`src/rtl/xer_cr_unit.sv`:
```
// xer_cr_unit
//
// Sits after the ALU in EX. Each valid EX instruction is decoded into a
// self-contained update (which CR fields to write and with what, which XER
// bits to write and with what). The update is held for one cycle in the
// EX/WB register and then committed to the architectural CR and XER[SO,OV,CA].
// Pending CA/SO are forwarded back to the ALU so dependent instructions
// issued back-to-back see the correct carry and summary-overflow.
//
// Ports
//   clk, rst_n        clock (rising edge), async active-low reset
//   ex_valid          EX instruction valid
//   stall             freeze WB register, block commit
//   flush             kill EX capture and the WB entry
//   alu_c             ALU result; compare flags LT,GT,EQ in alu_c[2:0]
//   alu_ca/ov/so      ALU flag outputs
//   alu_cr0           ALU CR0 {LT,GT,EQ,SO}, LT in the MSB
//   ca_wr, ov_wr, rc, cmp_wr   arithmetic update enables
//   crf               target CR field for compare / mcrxr
//   mtcrf_wr, crm     mtcrf and its field mask (crm[i] selects field i)
//   mtxer_wr          mtxer
//   mcrxr_wr          mcrxr
//   gpr_data          rS value for mtcrf / mtxer
//   cr                committed CR (CR bit 0 = cr[31])
//   xer_so/ov/ca      committed XER bits
//   fwd_so, fwd_ca    forwarded XER values for the ALU
//   wb_valid          WB register holds a live entry

module xer_cr_unit #(
  parameter int CR_WIDTH = 32,
  parameter int FLD_W    = 3
) (
  input  logic                   clk,
  input  logic                   rst_n,
  input  logic                   ex_valid,
  input  logic                   stall,
  input  logic                   flush,
  input  logic [31:0]            alu_c,
  input  logic                   alu_ca,
  input  logic                   alu_ov,
  input  logic                   alu_so,
  input  logic [3:0]             alu_cr0,
  input  logic                   ca_wr,
  input  logic                   ov_wr,
  input  logic                   rc,
  input  logic                   cmp_wr,
  input  logic [FLD_W-1:0]       crf,
  input  logic                   mtcrf_wr,
  input  logic [CR_WIDTH/4-1:0]  crm,
  input  logic                   mtxer_wr,
  input  logic                   mcrxr_wr,
  input  logic [31:0]            gpr_data,
  output logic [CR_WIDTH-1:0]    cr,
  output logic                   xer_so,
  output logic                   xer_ov,
  output logic                   xer_ca,
  output logic                   fwd_so,
  output logic                   fwd_ca,
  output logic                   wb_valid
);

  localparam int NUM_FLD = CR_WIDTH / 4;

  // Field-array view of the CR: element 0 lands in the MSBs, which matches
  // the big-endian field numbering (field 0 = CR[0:3] = cr[31:28]).
  typedef logic [0:NUM_FLD-1][3:0] cr_fld_t;

  // Architectural state
  cr_fld_t cr_q;
  logic    xer_so_q;
  logic    xer_ov_q;
  logic    xer_ca_q;

  // EX/WB register: valid + decoded update payload
  logic               wb_valid_q;
  logic [NUM_FLD-1:0] wb_fld_we;
  cr_fld_t            wb_fld;
  logic               wb_so_we;
  logic               wb_ov_we;
  logic               wb_ca_we;
  logic               wb_so;
  logic               wb_ov;
  logic               wb_ca;

  // Decoded update for the instruction currently in EX
  logic [NUM_FLD-1:0] d_fld_we;
  cr_fld_t            d_fld;
  logic               d_so_we;
  logic               d_ov_we;
  logic               d_ca_we;
  logic               d_so;
  logic               d_ov;
  logic               d_ca;

  cr_fld_t            gpr_fld;
  logic               fwd_act;
  logic               fwd_ov;
  logic               commit;

  // Only the compare flag bits of the ALU result are consumed here.
  logic               alu_c_unused;
  assign alu_c_unused = ^alu_c[31:3];

  assign gpr_fld = cr_fld_t'(gpr_data);

  // --------------------------------------------------------------------------
  // Forwarding. A flushed entry must never be consumed, so forwarding is
  // gated by flush; during a stall the entry is still live and forwards.
  // OV is forwarded internally only, for mcrxr.
  // --------------------------------------------------------------------------
  assign fwd_act = wb_valid_q && !flush;
  assign fwd_so  = (fwd_act && wb_so_we) ? wb_so : xer_so_q;
  assign fwd_ov  = (fwd_act && wb_ov_we) ? wb_ov : xer_ov_q;
  assign fwd_ca  = (fwd_act && wb_ca_we) ? wb_ca : xer_ca_q;

  assign commit  = wb_valid_q && !stall && !flush;

  // --------------------------------------------------------------------------
  // Decode. Special ops are mutually exclusive by priority and override every
  // arithmetic enable; arithmetic enables combine freely. The compare is
  // applied after Rc so that a compare into field 0 wins over CR0.
  // --------------------------------------------------------------------------
  always_comb begin
    d_fld_we = '0;
    d_fld    = '0;
    d_so_we  = 1'b0;
    d_ov_we  = 1'b0;
    d_ca_we  = 1'b0;
    d_so     = 1'b0;
    d_ov     = 1'b0;
    d_ca     = 1'b0;

    if (mtcrf_wr) begin
      d_fld_we = crm;
      d_fld    = gpr_fld;
    end else if (mtxer_wr) begin
      d_so_we = 1'b1;
      d_ov_we = 1'b1;
      d_ca_we = 1'b1;
      d_so    = gpr_data[31];
      d_ov    = gpr_data[30];
      d_ca    = gpr_data[29];
    end else if (mcrxr_wr) begin
      d_fld_we[crf] = 1'b1;
      d_fld[crf]    = {fwd_so, fwd_ov, fwd_ca, 1'b0};
      d_so_we       = 1'b1;
      d_ov_we       = 1'b1;
      d_ca_we       = 1'b1;
    end else begin
      if (ca_wr) begin
        d_ca_we = 1'b1;
        d_ca    = alu_ca;
      end
      if (ov_wr) begin
        // alu_so already includes the forwarded SO, so it is the new sticky SO
        d_ov_we = 1'b1;
        d_so_we = 1'b1;
        d_ov    = alu_ov;
        d_so    = alu_so;
      end
      if (rc) begin
        d_fld_we[0] = 1'b1;
        d_fld[0]    = {alu_cr0[3:1], ov_wr ? alu_so : fwd_so};
      end
      if (cmp_wr) begin
        d_fld_we[crf] = 1'b1;
        d_fld[crf]    = {alu_c[2:0], fwd_so};
      end
    end
  end

  // --------------------------------------------------------------------------
  // EX/WB register
  // --------------------------------------------------------------------------
  always_ff @(posedge clk or negedge rst_n) begin
    if (!rst_n) begin
      wb_valid_q <= 1'b0;
      wb_fld_we  <= '0;
      wb_fld     <= '0;
      wb_so_we   <= 1'b0;
      wb_ov_we   <= 1'b0;
      wb_ca_we   <= 1'b0;
      wb_so      <= 1'b0;
      wb_ov      <= 1'b0;
      wb_ca      <= 1'b0;
    end else if (flush) begin
      wb_valid_q <= 1'b0;
    end else if (!stall) begin
      wb_valid_q <= ex_valid;
      wb_fld_we  <= d_fld_we;
      wb_fld     <= d_fld;
      wb_so_we   <= d_so_we;
      wb_ov_we   <= d_ov_we;
      wb_ca_we   <= d_ca_we;
      wb_so      <= d_so;
      wb_ov      <= d_ov;
      wb_ca      <= d_ca;
    end
  end

  // --------------------------------------------------------------------------
  // Architectural commit
  // --------------------------------------------------------------------------
  always_ff @(posedge clk or negedge rst_n) begin
    if (!rst_n) begin
      cr_q     <= '0;
      xer_so_q <= 1'b0;
      xer_ov_q <= 1'b0;
      xer_ca_q <= 1'b0;
    end else if (commit) begin
      for (int i = 0; i < NUM_FLD; i++) begin
        if (wb_fld_we[i]) cr_q[i] <= wb_fld[i];
      end
      if (wb_so_we) xer_so_q <= wb_so;
      if (wb_ov_we) xer_ov_q <= wb_ov;
      if (wb_ca_we) xer_ca_q <= wb_ca;
    end
  end

  assign cr       = CR_WIDTH'(cr_q);
  assign xer_so   = xer_so_q;
  assign xer_ov   = xer_ov_q;
  assign xer_ca   = xer_ca_q;
  assign wb_valid = wb_valid_q;

endmodule

```
`config.mk`:
```
export PLATFORM = sky130hd
export DESIGN_NAME = xer_cr_unit
export DESIGN_NICKNAME = d
export VERILOG_FILES = /design/src/rtl/xer_cr_unit.sv
export SDC_FILE = /design/constraint.sdc
export NUM_CORES = 1
export LEC_CHECK = 0
export CORE_ASPECT_RATIO = 1.1
export CORE_MARGIN = 10
export CORE_UTILIZATION = 45
export CTS_CLUSTER_DIAMETER = 60
export DETAILED_ROUTE_END_ITERATION = 16
export PLACE_DENSITY_LB_ADDON = 0.1
export SYNTH_ARGS = -nofsm -noshare
export SYNTH_HDL_FRONTEND = slang
export SYNTH_SLANG_ARGS = --single-unit
```
`constraint.sdc`:
```
create_clock -name clk -period 2 [get_ports clk]
set_input_delay 0.4 -clock clk [delete_from_list [all_inputs] [get_ports clk]]
set_output_delay 0.4 -clock clk [all_outputs]
set_load 0.01 [all_outputs]
```
* Yosys cells after proc, flatten, opt, wreduce, memory -nomap -nowiden *
Cells that the tools add are included.

word-level totals
  output and inout port bits = 38
  input bits = 94
  word-level logic and storage cells = 103
  flip-flop bits (word level) = 81

cells by class
  magnitude comparators = 4
  eq/ne operators = 1
  reductions and logical operators = 20
  muxes and demuxes = 47
  bitwise gates (word level) = 5

operators with widths
  operator              count
  $mux W32              4
  $and A32 B32 Y32      1
  $bwmux W32            1
  $mux W8               4
  $mux W1               31
  $reduce_and A2 Y1     11
  $mux W4               5
  $demux W4 S3          1
  $or A1 B8 Y8          1
  $logic_and A1 B1 Y1   7
  $ge A4 B4 Y1 const B  1
  $lt A3 B4 Y1 const B  1
  $lt A4 B1 Y1 const B  1
  $not A3 Y4            1
  $demux W1 S3          1
  $ge A3 B1 Y1 const B  1
  $logic_not A1 Y1      2
  $ne A2 B1 Y1 const B  1
  $not A1 Y1            2

* Logic depth before layout (Yosys ltp) *
  word-level depth = 14
  gate-level depth with buffers = 5
  gate-level depth less buffers = 4

* Least setup slack after synthesis *
Ideal clock, no wire load.

  path kind = flip-flop to flip-flop
  start = reg wb_valid_q (netlist: wb_valid)
  end = reg cr_q (netlist bit cr[6])
  period minus slack after synthesis = 1,492 ps
  required time = 1,875 ps
  library setup time = 125 ps
  arrival = 1,367 ps
  cell stages (with the launch flop) = 4
  buffers on the path = 0
  slack = 508 ps
  path through = dfrtp_1 -> nor3b_4 -> and2_0 -> mux2_2

between the ends
  longest elaborated chain between the ends = 3

ends and longest elaborated chain
  element                            line  text
  start: declaration                 75    logic wb_valid_q;
  start signal: assignment           189   wb_valid_q <= ex_valid;
  $logic_and A1 B1 Y1 (2 in series)  116   assign commit = wb_valid_q && !stall && !flush;
  $reduce_and A2 Y1 (no line)        --
  end signal: indexed assignment     212   if (wb_fld_we[i]) cr_q[i] <= wb_fld[i];
  end: declaration                   69    cr_fld_t cr_q;

No other way between the ends.
A chain may end at the register's enable or synchronous reset.

* Worst setup path in the final report *
  start = reg wb_valid_q (netlist: wb_valid)
  end = out fwd_ca

between the ends
  longest elaborated chain between the ends = 3

ends and longest elaborated chain
  element              line  text
  $logic_and A1 B1 Y1  111   assign fwd_act = wb_valid_q && !flush;
  $logic_and A1 B1 Y1  114   assign fwd_ca = (fwd_act && wb_ca_we) ? wb_ca : xer_ca_q;
  $mux W1              114
  end: declaration     58    output logic fwd_ca,

No other way between the ends.

==> impl_metrics.py <==
metrics = {
    "synthesis": {
        "ys_warn_count": 0,
        "synth.distinct_cells": 43,
        "syn_avg_cell_area_sq_um": 10.97,
        "ys_ff_latch": 81,
        "syn-cell-area_sq_mm": 0.003761,
        "syn_nets": 437,
        "yosysSeqAreaShare_pct": 53.89,
        "syn_inst": 343,
    },
    "clocking": {
        "clk_latency_ns": 0.35,
        "numClockSinks": 81,
        "cts_root_buf": "clkbuf_8",
        "clk_pin_slew_worst_paths_ns": 0.08,
        "cts_tree": "done",
        "cts_buffers": 9,
        "h-tree-depth": 3,
        "clock_path_buffers": 2,
    },
    "critical_path": {
        "reg2reg_depth": 4,
        "startpoint": "wb_valid",
        "worst-setup-path-type": "reg -> out",
        "critPathCapture": "fwd_ca",
        "arrival_ns": 1.50,
        "cp_data_required_time_ns": 1.60,
        "startpoint_type": "flip-flop",
        "cp_max_fo": 5,
        "endpoint_kind": "output pin",
        "rr_endpoint": "cr[15]",
        "reg2reg_slack_ns": 0.34,
        "reg2reg_from": "wb_valid",
    },
    "die": {
        "core.rowCount": 34,
        "io_pins": 132,
        "initial_core_util_pct": 46.78,
        "die_area_sq_mm": 0.01242,
        "die_w_microns": 107.2,
        "core_region_area_sq_mm": 0.008040,
        "die_height_microns": 115.9,
    },
    "detailed_routing": {
        "drc": 0,
        "top_layer": "met4",
        "vias": 3131,
        "vias_per_cell": 5.398,
        "route.met2.wl_microns": 5103,
        "firstDrtPassIters": 4,
        "wirelength_microns": 10570,
        "wl_met1_microns": 4595,
        "drt-initial-drc-count": 147,
        "wl_per_cell_microns": 18.22,
        "final_antenna_net_count": 0,
        "route.met3.wl_microns": 716,
    },
    "global_route": {
        "grt_pass1_wl_microns": 16770,
        "gr-total-overflow": 0,
        "grt_max_degree": 55,
        "antenna_found_initial": 0,
        "first_global_vias": 3295,
        "grt_usage_pct": 17.06,
    },
    "finish": {
        "regArea_sq_mm": 0.002027,
        "final_cells": 580,
        "n_antenna_cell": 0,
        "drive_gt1_share_pct": 20.76,
        "area_growth_pct": 41.52,
        "nFillCells": 644,
        "multi_input_area_sq_mm": 0.001639,
        "nets": 561,
    },
    "power_and_ir_drop": {
        "combPwrFrac_pct": 27.8,
        "power_switching_mw": 1.288,
        "p_per_area_mw_per_mm2": 862.1,
        "leakagePower_nw": 2.295,
        "swShare_pct": 28.07,
        "power.share.clock_pct": 26.0,
        "ir_drop_uv": 475.1,
        "p_int_mw": 3.300,
        "sequentialPowerShare_pct": 46.2,
    },
    "placement": {
        "place_hpwl_microns": 7761,
        "place.gp.congestion": 0.8615,
        "place_inst": 563,
        "portBuffers": 101,
        "pre_cts_slack_ns": -0.2690,
    },
    "outcome": {
        "status": "finished clean",
    },
    "flow_run": {
        "maxCapViolCount": 0,
    },
    "timing": {
        "worst_pin_slew_ns": 0.5263,
        "setup_viol": 0,
        "finClkSkew_ns": 0.007337,
        "finalMaxSlewViolations": 0,
        "min_period_ns": 1.899,
        "rsz0062_at_grt": "false",
        "hold_violations": 0,
        "finalCritPeriodShare_pct": 94.96,
        "layout_setup_ws_ns": 0.1007,
        "fmax_mhz": 526.5,
        "relSlewSlack_pct": 64.64,
    },
    "hold_path": {
        "min_path_type": "in -> reg",
    },
}
per-layer routing:
metal | global-route usage, % | vias to the layer above
met5 | 0 | -
met4 | 5.330 | 0
met3 | 5.886 | 12
met2 | 27.79 | 94
met1 | 20.81 | 1528
li1 | - | 1497
power groups by stage:
| stage | clock (mW) | sequential [mW] | combinational, mW |
|---|---|---|---|
| floorplan | 0 | 2.22 | 0.430 |
| global placement | 0 | 2.14 | 1.28 |
| detailed placement | 0 | 2.16 | 1.29 |
| CTS | 1.22 | 2.12 | 1.30 |
| global route | 1.29 | 2.16 | 1.37 |
| finish | 1.19 | 2.12 | 1.28 |
how the worst min path moves through the flow:
| stage | startpoint | to | slack [ns] | cells past startpoint |
|---|---|---|---|---|
| after global placement | rst_n | cr[25] | 0.36 | 1 |
| after detailed placement | rst_n | cr[26] | 0.36 | 1 |
| final | mtcrf_wr | wb_fld_we[0] | 0.47 | 3 |
| after CTS | mtcrf_wr | wb_fld_we[0] | 0.46 | 3 |
| after floorplan | rst_n | cr[0] | 0.10 | 0 |
| after global routing | mtcrf_wr | wb_fld_we[0] | 0.49 | 3 |
through the flow:
stage	util, %	total power [mW]	cell area [sq um]	setup TNS, ns	hold WS, ns
after floorplan	-	2.652	3761	0	0.1044
after global placement	63.63	3.419	5116	-8.519	0.3600
after detailed placement	63.63	3.449	5116	-8.974	0.3640
after CTS	66.20	4.646	5323	0	0.4615
after global routing	66.20	4.824	5323	0	0.4887
final	66.20	4.589	5323	0	0.4732
cells in the final DEF, fill, tap and decap left out, types with 3 or more instances in the layout:
master,n
a21oi_1,29
a32oi_1,9
nor2_1,47
o31ai_1,4
clkbuf_8,9
nor3b_1,3
o21ai_0,12
dfrtp_1,81
mux2_2,34
and3_1,4
a221oi_1,7
and2_0,8
clkdlybuf4s50_1,96
buf_4,26
nor3_1,4
nand2_1,27
mux2_1,3
buf_12,6
o22ai_1,21
repair_timing:
action                     in CTS  in global routing
setup endpoints to repair       2                  0
hold endpoints to repair       29                  0
buffers inserted                0                  0
resized for setup               7                  0
hold buffers                    1                  0
area by class of cell:
cell class,count,area share [%]
multi-input combinational,241,30.79
clock buffer,10,2.398
tap,108,2.539
clock inverter,6,1.269
sequential,81,38.08
timing repair buffer,133,24.85
inverter,1,0.07052
critical path, cell delays in order, from the launching register on:
cell and delay (ns):
dfrtp_1 0.45, nand3b_1 0.11, mux2_2 0.36, clkdlybuf4s15_2 0.23
logic make-up (layout without fill, tap and decap cells):
family	Yosys count	in the layout	share of synthesized area (%)
flip-flops	81	81	53.89
AO/OA/AOI/OAI	91	91	15.97
multiplexers	39	39	11.74
AND/OR/NAND/NOR	111	111	15.80
buffers and inverters	21	150	2.595
Yosys cell counts, drive strengths merged:
library cell / instances / area, sq um
mux2: 38 / 431.7
a221oi: 7 / 61.31
and3b: 2 / 17.52
o21ai: 12 / 60.06
a22oi: 3 / 50.05
nand3: 1 / 5.000
nor2: 48 / 180.2
nor3: 6 / 46.30
a211oi: 2 / 15.01
dfrtp: 81 / 2027
or3: 1 / 6.260
nor4b: 3 / 41.29
clkbuf: 11 / 41.29
and2: 9 / 56.31
mux2i: 1 / 10.01
and2b: 1 / 8.760
o31ai: 4 / 30.03
a31oi: 2 / 12.51
and3: 4 / 25.02
a21o: 1 / 7.510
a21oi: 30 / 153.9
buf: 9 / 52.55
nand3b: 2 / 27.53
o22ai: 21 / 131.4
nand2: 27 / 101.4
or2: 1 / 6.260
a32oi: 9 / 78.83
inv: 1 / 3.750
nor3b: 6 / 72.57
Power figures use the tool's default switching activity.
